==> config.mk <==
export PLATFORM = sky130hd
export DESIGN_NAME = risc_decode_stage
export DESIGN_NICKNAME = d
export VERILOG_FILES = /design/src/rtl/risc_pkg.sv /design/src/rtl/risc_imm_gen.sv /design/src/rtl/risc_decode_stage.sv
export SDC_FILE = /design/constraint.sdc
export NUM_CORES = 1
export LEC_CHECK = 0
export ABC_AREA = 1
export CAP_MARGIN = 30
export CORE_MARGIN = 2
export CORE_UTILIZATION = 41
export CTS_BUF_LIST = sky130_fd_sc_hd__clkbuf_4
export CTS_CLUSTER_DIAMETER = 60
export DETAILED_ROUTE_END_ITERATION = 8
export GPL_ROUTABILITY_DRIVEN = 1
export PLACE_DENSITY = 0.79
export SETUP_SLACK_MARGIN = 0.3
export SYNTH_ARGS = -nofsm -noshare
export SYNTH_HDL_FRONTEND = slang
export SYNTH_SLANG_ARGS = --single-unit
==> constraint.sdc <==
create_clock -name clk -period 1.3 [get_ports clk]
set_clock_uncertainty 0.05 [all_clocks]
set_input_delay 0.26 -clock clk [delete_from_list [all_inputs] [get_ports clk]]
set_output_delay 0.26 -clock clk [all_outputs]
set_load 0.02 [all_outputs]
==> src/rtl/risc_pkg.sv <==
// Shared decode types: opcodes, funct7 constants, immediate formats and the
// decoded bundle handed from decode to execute.
package risc_pkg;

  localparam int unsigned XLEN_MAX = 64;

  typedef enum logic [6:0] {
    OPCODE_LOAD       = 7'h03,
    OPCODE_MISC_MEM   = 7'h0F,
    OPCODE_I_ALU      = 7'h13,
    OPCODE_AUIPC      = 7'h17,
    OPCODE_I_ALU_32   = 7'h1B,
    OPCODE_STORE      = 7'h23,
    OPCODE_R_TYPE     = 7'h33,
    OPCODE_LUI        = 7'h37,
    OPCODE_R_TYPE_32  = 7'h3B,
    OPCODE_BRANCH     = 7'h63,
    OPCODE_JALR       = 7'h67,
    OPCODE_JAL        = 7'h6F,
    OPCODE_SYSTEM     = 7'h73
  } opcode_t;

  localparam logic [6:0] F7_BASE   = 7'h00;
  localparam logic [6:0] F7_ALT    = 7'h20;
  localparam logic [6:0] F7_MULDIV = 7'h01;

  typedef enum logic [2:0] {
    IMM_I,
    IMM_S,
    IMM_B,
    IMM_U,
    IMM_J,
    IMM_NONE
  } imm_fmt_t;

  // pc/imm sized for the widest XLEN; the stage uses the low XLEN bits
  typedef struct packed {
    logic [XLEN_MAX-1:0] pc;
    opcode_t             opcode;
    logic [4:0]          rd;
    logic [4:0]          rs1;
    logic [4:0]          rs2;
    logic [2:0]          funct3;
    logic [6:0]          funct7;
    logic [XLEN_MAX-1:0] imm;
    logic                rd_we;
    logic                illegal;
  } decoded_instr_t;

  function automatic logic writes_rd(input logic [6:0] op);
    return (op != OPCODE_STORE) && (op != OPCODE_BRANCH);
  endfunction

endpackage

==> src/rtl/risc_imm_gen.sv <==
// Immediate extraction for the I/S/B/U/J formats, sign-extended to XLEN.
// Purely combinational.
module risc_imm_gen
  import risc_pkg::*;
#(
  parameter int unsigned XLEN = 32
) (
  input  logic [31:7]     instr_i,
  input  imm_fmt_t        fmt_i,
  output logic [XLEN-1:0] imm_o
);

  logic [31:0] imm32;

  always_comb begin
    imm32 = '0;
    unique case (fmt_i)
      IMM_I: imm32 = {{20{instr_i[31]}}, instr_i[31:20]};
      IMM_S: imm32 = {{20{instr_i[31]}}, instr_i[31:25],
                      instr_i[11:7]};
      IMM_B: imm32 = {{19{instr_i[31]}}, instr_i[31], instr_i[7],
                      instr_i[30:25], instr_i[11:8], 1'b0};
      IMM_U: imm32 = {instr_i[31:12], 12'b0};
      IMM_J: imm32 = {{11{instr_i[31]}}, instr_i[31],
                      instr_i[19:12], instr_i[20],
                      instr_i[30:21], 1'b0};
      default: imm32 = '0;
    endcase
  end

  assign imm_o = XLEN'($signed(imm32));

endmodule

==> src/rtl/risc_decode_stage.sv <==
// RV32I/RV64I decode stage with a two-entry skid buffer.
// Define RISC_M_EXT_EN to accept funct7=0x01 M-extension ops.
module risc_decode_stage
  import risc_pkg::*;
#(
  parameter int unsigned XLEN = 32,
  parameter int unsigned ILEN = 32
) (
  input  logic            clk,
  input  logic            rst,
  input  logic            flush,
  input  logic            in_valid,
  output logic            in_ready,
  input  logic [ILEN-1:0] in_instr,
  input  logic [XLEN-1:0] in_pc,
  output logic            out_valid,
  input  logic            out_ready,
  output logic [XLEN-1:0] out_pc,
  output opcode_t         out_opcode,
  output logic [4:0]      out_rd,
  output logic [4:0]      out_rs1,
  output logic [4:0]      out_rs2,
  output logic [2:0]      out_funct3,
  output logic [6:0]      out_funct7,
  output logic [XLEN-1:0] out_imm,
  output logic            out_rd_we,
  output logic            out_illegal
);

  localparam bit RV64 = (XLEN == 64);

  logic [6:0] op;
  logic [2:0] f3;
  logic [6:0] f7;
  assign op = in_instr[6:0];
  assign f3 = in_instr[14:12];
  assign f7 = in_instr[31:25];

  logic     f7_ok, sh_ok, sh32_ok, ld_ok, st_ok, illegal;
  imm_fmt_t fmt;
  logic [XLEN-1:0] imm;
  decoded_instr_t  dec;

  risc_imm_gen #(.XLEN(XLEN)) u_imm (
    .instr_i (in_instr[31:7]),
    .fmt_i   (fmt),
    .imm_o   (imm)
  );

  always_comb begin
    f7_ok = 1'b0;
    unique case (1'b1)
      f7 == F7_BASE: f7_ok = 1'b1;
      f7 == F7_ALT:  f7_ok = (f3 == 3'b000) || (f3 == 3'b101);
`ifdef RISC_M_EXT_EN
      f7 == F7_MULDIV: f7_ok = 1'b1;
`endif
      default: f7_ok = 1'b0;
    endcase
  end

  // shift upper-field checks; word shifts always use a 5-bit shamt
  always_comb begin
    sh_ok   = 1'b1;
    sh32_ok = 1'b1;
    if (f3 == 3'b001) begin
      sh_ok   = RV64 ? (in_instr[31:26] == 6'h00) : (f7 == 7'h00);
      sh32_ok = (f7 == 7'h00);
    end else if (f3 == 3'b101) begin
      sh_ok   = RV64 ? (in_instr[31:26] == 6'h00 ||
                        in_instr[31:26] == 6'h10)
                     : (f7 == 7'h00 || f7 == 7'h20);
      sh32_ok = (f7 == 7'h00) || (f7 == 7'h20);
    end
  end

  always_comb begin
    ld_ok = 1'b0;
    st_ok = 1'b0;
    unique case (f3)
      3'b000, 3'b001, 3'b010: begin ld_ok = 1'b1; st_ok = 1'b1; end
      3'b011:                 begin ld_ok = RV64; st_ok = RV64; end
      3'b100, 3'b101:         ld_ok = 1'b1;
      3'b110:                 ld_ok = RV64;
      default:                ;
    endcase
  end

  always_comb begin
    fmt     = IMM_NONE;
    illegal = 1'b0;
    case (op)
      OPCODE_LUI, OPCODE_AUIPC: fmt = IMM_U;
      OPCODE_JAL:               fmt = IMM_J;
      OPCODE_BRANCH:            fmt = IMM_B;
      OPCODE_JALR, OPCODE_MISC_MEM, OPCODE_SYSTEM: fmt = IMM_I;
      OPCODE_LOAD:  begin fmt = IMM_I; illegal = !ld_ok; end
      OPCODE_STORE: begin fmt = IMM_S; illegal = !st_ok; end
      OPCODE_I_ALU: begin fmt = IMM_I; illegal = !sh_ok; end
      OPCODE_I_ALU_32: begin
        fmt     = IMM_I;
        illegal = !RV64 || !sh32_ok;
      end
      OPCODE_R_TYPE:    illegal = !f7_ok;
      OPCODE_R_TYPE_32: illegal = !RV64 || !f7_ok;
      default:          illegal = 1'b1;
    endcase
    if (in_instr[1:0] != 2'b11) illegal = 1'b1;
  end

  always_comb begin
    dec         = '0;
    dec.pc      = XLEN_MAX'(in_pc);
    dec.opcode  = opcode_t'(op);
    dec.rd      = in_instr[11:7];
    dec.rs1     = in_instr[19:15];
    dec.rs2     = in_instr[24:20];
    dec.funct3  = f3;
    dec.funct7  = f7;
    dec.imm     = XLEN_MAX'(imm);
    dec.illegal = illegal;
    dec.rd_we   = !illegal && writes_rd(op) && (in_instr[11:7] != 5'd0);
  end

  decoded_instr_t main_q, main_d, skid_q, skid_d;
  logic main_v_q, main_v_d, skid_v_q, skid_v_d;
  logic accept, drain;

  assign in_ready = !skid_v_q;
  assign accept   = in_valid && in_ready;
  assign drain    = main_v_q && out_ready;

  // skid only fills while main is held, so it always drains first
  always_comb begin
    main_d   = main_q;
    main_v_d = main_v_q;
    skid_d   = skid_q;
    skid_v_d = skid_v_q;
    priority case (1'b1)
      skid_v_q && drain: begin
        main_d   = skid_q;
        skid_v_d = 1'b0;
      end
      accept && (!main_v_q || drain): begin
        main_d   = dec;
        main_v_d = 1'b1;
      end
      accept: begin
        skid_d   = dec;
        skid_v_d = 1'b1;
      end
      drain:   main_v_d = 1'b0;
      default: ;
    endcase
  end

  always_ff @(posedge clk) begin
    if (rst) begin
      main_q   <= '0;
      skid_q   <= '0;
      main_v_q <= 1'b0;
      skid_v_q <= 1'b0;
    end else if (flush) begin
      main_v_q <= 1'b0;
      skid_v_q <= 1'b0;
    end else begin
      main_q   <= main_d;
      skid_q   <= skid_d;
      main_v_q <= main_v_d;
      skid_v_q <= skid_v_d;
    end
  end

  assign out_valid   = main_v_q;
  assign out_pc      = main_q.pc[XLEN-1:0];
  assign out_opcode  = main_q.opcode;
  assign out_rd      = main_q.rd;
  assign out_rs1     = main_q.rs1;
  assign out_rs2     = main_q.rs2;
  assign out_funct3  = main_q.funct3;
  assign out_funct7  = main_q.funct7;
  assign out_imm     = main_q.imm[XLEN-1:0];
  assign out_rd_we   = main_q.rd_we;
  assign out_illegal = main_q.illegal;

endmodule

# After elaboration in Yosys (flattened, before gate mapping)
# Index checks and enable logic that the tools add are counted.
[totals] ff_bits=198 inputBits=69 out_inout_bits=100 word_cells=98
[op_classes] n_eq_ne=25 n_reduce_logical=34 bitwise_logic=3 muxes=14
[op_table] operator="$mux 130" count=2
[op_table] operator="$pmux 32 s5" count=1
[op_table] operator="$eq 7x6->1 const B" count=4
[op_table] operator="$eq 7x7->1 const B" count=4
[op_table] operator="$eq 7x5->1 const B" count=3
[op_table] operator="$pmux 3 s5" count=1
[op_table] operator="$eq 3x2->1 const B" count=3
[op_table] operator="$eq 3x3->1 const B" count=3
[op_table] operator="$mux 1" count=8
[op_table] operator="$eq 7x2->1 const B" count=1
[op_table] operator="$eq 7x4->1 const B" count=1
[op_table] operator="$logic_and 1x1->1" count=7
[op_table] operator="$logic_not 1->1" count=7
[op_table] operator="$logic_not 7->1" count=1
[op_table] operator="$ne 7x6->1 const B" count=1
[op_table] operator="$ne 7x7->1 const B" count=1
[op_table] operator="$reduce_or 7->1" count=1
[op_table] operator="$eq 3x1->1 const B" count=2
[op_table] operator="$logic_not 3->1" count=2
[op_table] operator="$reduce_or 3->1" count=2
[op_table] operator="$reduce_or 6->1" count=1
[op_table] operator="$pmux 1 s5" count=1
[op_table] operator="$reduce_bool 5->1" count=1
[op_table] operator="$reduce_or 5->1" count=1
[op_table] operator="other kinds (10)" count=17

# Longest topological paths before layout
[depth] word_depth=12 ltp_mapped=11 mapped_depth_nobuf=10

# Hierarchy
# Synthesis repeated with hierarchy kept, for this count alone.
[unflattened] cells_unflattened=1155 hier_area_um2=8429.3
[by_module_without_submodules] module="risc_decode_stage" instances=1 area_per_inst_um2=7835.0 cells_each=1053 seq_area_each_um2=3963.8
[by_module_without_submodules] module="risc_imm_gen" instances=1 area_per_inst_um2=594.3 cells_each=102 seq_area_each_um2=0.0

# Least setup slack after synthesis
# OpenSTA, ideal clock, no wires.
[synth_path] path_type="register -> register" start="reg main_v_q (netlist: out_valid)" end="reg skid_q[12] (netlist name)" setup_time_ns=0.116 path_buffers=2 t_required_ns=1.134 slack_ns=-0.318 stages_incl_launch_ff=10 arrival_ns=1.452 synth_period_minus_slack_ns=1.618 path_cell_list="dfxtp_1 -> inv_2 -> nor2_2 -> nand3_1 -> nor2_4 -> buf_4 -> buf_2 -> nand3_1 -> o211ai_1 -> inv_1"
[synth_between] elab_chain_len=5 elab_cells_between_ends=8 classes_between="2 x bitwise; 6 x reduce/logical"
[synth_lines] item="from (decl)" line="risc_decode_stage.sv:126" rtl="logic main_v_q, main_v_d, skid_v_q, skid_v_d;"
[synth_lines] item="from (signal assigned)" line="risc_decode_stage.sv:169" rtl="main_v_q <= main_v_d;"
[synth_lines] item="$logic_not 1->1 or $logic_and 1x1->1 (tied branches)" line="risc_decode_stage.sv:144, risc_decode_stage.sv:131"
[synth_lines] item="$logic_or 1x1->1" line="risc_decode_stage.sv:144" rtl="accept && (!main_v_q || drain): begin"
[synth_lines] item="$logic_and 1x1->1" line="risc_decode_stage.sv:144"
[synth_lines] item="$not 1->1 (no source line)"
[synth_lines] item="$reduce_and 4->1 (no source line) *"
[synth_lines] item="to (signal assigned)" line="risc_decode_stage.sv:168" rtl="skid_q <= skid_d;"
[synth_lines] item="to (decl)" line="risc_decode_stage.sv:125" rtl="decoded_instr_t main_q, main_d, skid_q, skid_d;"
# Every way passes the cells marked *; elsewhere a longest branch is shown, timed or not.
# A chain may end at the register's enable or synchronous reset.

# Worst setup path in the final report
[layout_path] start="reg main_v_q (netlist: out_valid)" end="reg skid_q[24] (netlist name)"
# Same word-level chain as after synthesis.

==> impl_metrics.env <==
export IMPL_status="finished, violations left"
export IMPL_violations="negative setup slack"
export IMPL_p_per_area_nw_per_um2=901.7
export IMPL_grt_max_degree=43
export IMPL_cts_root_buf="clkbuf_4"
export IMPL_fillers=1818
export IMPL_grt_pass1_vias=8764
export IMPL_finalMaxSlewViolations=0
export IMPL_place_ws_ns=-0.8215
export IMPL_ys_flop_type="dfxtp_1"
export IMPL_io_pins=169
export IMPL_syn_nets=1326
export IMPL_avgSynthCellArea_um2=6.956
export IMPL_crit_arrival_ns=2.13
export IMPL_nNetsFinal=1555
export IMPL_vias=9596
export IMPL_peakVddDrop_uv=532.0
export IMPL_min_delay_start="in_instr[2]"
export IMPL_p_leak_uw=0.005932
export IMPL_mostFrequentLayoutCells="nand2_1, nor2_1, buf_6, dfxtp_1, dfxtp_2"
export IMPL_drtAntennaViolNets=0
export IMPL_combPwrFrac_pct=16.5
export IMPL_dp_hpwl_um=18180
export IMPL_crit_type="flop to flop"
export IMPL_drv_cap=0
export IMPL_synth_compound_area_share_pct=19.39
export IMPL_r2r_end="skid_q[24]"
export IMPL_finalCritPeriodShare_pct=128.4
export IMPL_yosys_area_share_adder_pct=0
export IMPL_cp_slowest_cell="dfxtp_4"
export IMPL_postCtsHoldBufs=0
export IMPL_switching_power_uw=3292
export IMPL_antenna_found_initial=1
export IMPL_pwr_share_seq_pct=55.2
export IMPL_drtIter0Drc=756
export IMPL_cts_buffers=17
export IMPL_synthSimpleGateAreaFrac_pct=27.09
export IMPL_crit_start="out_valid"
export IMPL_tritoncts="built"
export IMPL_crit_chain="inv_4 > nor2_4 > nand3_2 > nor2_4 > buf_12 > buf_6 > buf_12 > nand3_1 > o211ai_1 > inv_1"
export IMPL_die_w_um=150.0
export IMPL_clock_fmax_ghz=0.5989
export IMPL_fp_dieArea_um2=22510
export IMPL_cts_max_path_buffers=2
export IMPL_place_area_um2=11490
export IMPL_drive_gt1_share_pct=29.17
export IMPL_cp_endpoint="skid_q[24]"
export IMPL_power_frac_clock_pct=28.3
export IMPL_synth_edf_count=0
export IMPL_firstDrtPassIters=5
export IMPL_worstPathMaxFanout=6
export IMPL_portBuffers=168
export IMPL_via_per_inst=5.409
export IMPL_cts_sinks=198
export IMPL_slowest_delay_ns=0.39
export IMPL_wirelength_um=30320
export IMPL_min_period_ns=1.670
export IMPL_grt_overflow=0
export IMPL_setup_ws_ns=-0.3697
export IMPL_hold_viol=0
export IMPL_yosysTopAreaCell="dfxtp_1"
export IMPL_setup_viol=297
export IMPL_row_count=53
export IMPL_yosysSeqAreaShare_pct=45.33
export IMPL_worst_slew_pin_transition_ns=0.3920
export IMPL_synth_top_family_by_area="simple AND/OR/NAND/NOR gates"
export IMPL_reg2reg_depth=10
export IMPL_min_path_type="input port to flop"
export IMPL_ys_ff_latch=198
export IMPL_startpoint_type="flop"
export IMPL_swShare_pct=28.26
export IMPL_muxShareOfSynthArea_pct=0
export IMPL_stdcell_count=1774
export IMPL_synth_area_top_cells="dfxtp_1, nand2_1, nor2_1, o21ai_0, nand3_1"
export IMPL_async_flop_share_pct=0
export IMPL_rsz0062_at_grt="yes"
export IMPL_place_inst=1702
export IMPL_initial_core_util_pct=41.72
export IMPL_coreArea_um2=20960
export IMPL_hold_ws_ns=0.03492
export IMPL_cp_data_required_time_ns=1.76
export IMPL_syn_inst=1257
export IMPL_fin_area_um2=12920
export IMPL_die_h_um=150.0
export IMPL_yosysTopAreaCellShare_pct=45.33
export IMPL_post_drt_wl_per_cell_um=17.09
export IMPL_yosysWarnings=0
export IMPL_synthXorXnorAreaFrac_pct=0
export IMPL_synthDistinctLibCells=25
export IMPL_htreeDepth=4
export IMPL_final_common_cell="nand2_1"
export IMPL_internal_power_uw=8358
export IMPL_drc=0
export IMPL_rrSetupSlack_ns=-0.37
export IMPL_layout_area_overhead_vs_synth_pct=47.75
export IMPL_timing_slew_headroom_pct=73.80
export IMPL_rr_startpoint="out_valid"
export IMPL_cp_end_kind="flop"
export IMPL_syn_area_um2=8743
export IMPL_clk_latency_ns=0.61
export IMPL_gp_congestion=0.8967
export IMPL_grt_pass1_wl_um=43710
export IMPL_track_usage_pct=24.40
export IMPL_clk_pin_slew_worst_paths_ns=0.16
export IMPL_final_util_pct=61.65
-- cell families after synthesis --
family,count (synthesis)
buffers and inverters,169
and+or+nand+nor,585
AOI/OAI and AO/OA,305
DFF,198
-- synth_stat cells (4+ instances only) --
cell,count
a21oi_1,59
a31oi_1,64
buf_2,26
buf_4,9
clkbuf_1,59
dfxtp_1,198
inv_1,65
inv_2,7
nand2_1,267
nand3_1,96
nor2_1,207
nor2_2,4
o211ai_1,33
o21ai_0,132
o21ai_1,15
-- critical path, delay by kind of cell (launching register included) --
| family | cells | cell delay, ns |
|---|---|---|
| AOI/OAI and AO/OA | 1 | 0.11 |
| buffers and inverters | 5 | 0.51 |
| DFF | 1 | 0.39 |
| and+or+nand+nor | 4 | 0.52 |
-- routing by layer --
| layer | vias to the layer above | wire, µm | track usage [%] |
|---|---|---|---|
| li1 | 4621 | - | - |
| met5 | - | 0 | 0 |
| met1 | 4555 | 12750 | 31.01 |
| met3 | 52 | 1868 | 4.848 |
| met4 | 0 | 803 | 10.00 |
| met2 | 368 | 14900 | 40.50 |
-- power by group through the flow --
stage | Sequential [µW] | Clock (µW) | Combinational (µW)
2_1_floorplan | 6670 | 0 | 625
3_3_place_gp | 6500 | 0 | 1660
3_5_place_dp | 6500 | 0 | 1690
4_1_cts | 6420 | 3330 | 1790
5_1_grt | 6450 | 3600 | 2050
6_report | 6430 | 3300 | 1920
-- repair_timing --
item                                    in CTS  in global routing
cloned                                       2                 16
buffers inserted                            12                 10
resized for setup                          709                 69
pin swaps                                    5                  8
endpoints found under the setup margin     298                298
-- area by class of cell --
type / instances / area (µm²) / share of cell area (%)
tap: 275 / 344.1 / 2.663
clock inverter: 13 / 132.6 / 1.027
sequential: 198 / 4109 / 31.81
clock buffer: 18 / 135.1 / 1.046
timing repair buffer: 307 / 3578 / 27.70
inverter: 72 / 290.3 / 2.247
antenna: 1 / 2.502 / 0.01937
multi-input combinational: 890 / 4327 / 33.49
-- how the worst min path moves through the flow --
| stage | end | slack, ns | depth (start not counted) |
|---|---|---|---|
| 3_5_place_dp | out_imm[17] | 0.40 | 2 |
| 2_1_floorplan | skid_v_q | 0.29 | 1 |
| 5_1_grt | out_opcode[3] | -0.002 | 3 |
| 6_report | out_opcode[2] | 0.03 | 3 |
| 4_1_cts | out_opcode[1] | 0.11 | 3 |
| 3_3_place_gp | out_imm[15] | 0.41 | 2 |
-- per-stage QoR --
| step | power [µW] | TNS, ns |
|---|---|---|
| 5_1_grt | 12100 | -85.92 |
| 2_1_floorplan | 7294 | -9.649 |
| 3_3_place_gp | 8164 | -132.39 |
| 3_5_place_dp | 8191 | -135.33 |
| 4_1_cts | 11540 | -52.95 |
| 6_report | 11650 | -66.36 |
-- sequential cells by signal (all words and copies together), names as in the netlist --
register,flops
out_funct3,3
out_funct7,7
out_illegal,1
out_imm,32
out_opcode,7
out_pc,32
out_rd,5
out_rd_we,1
out_rs1,5
out_rs2,5
out_valid,1
skid_q,98
skid_v_q,1
Power figures use the tool's default switching activity.
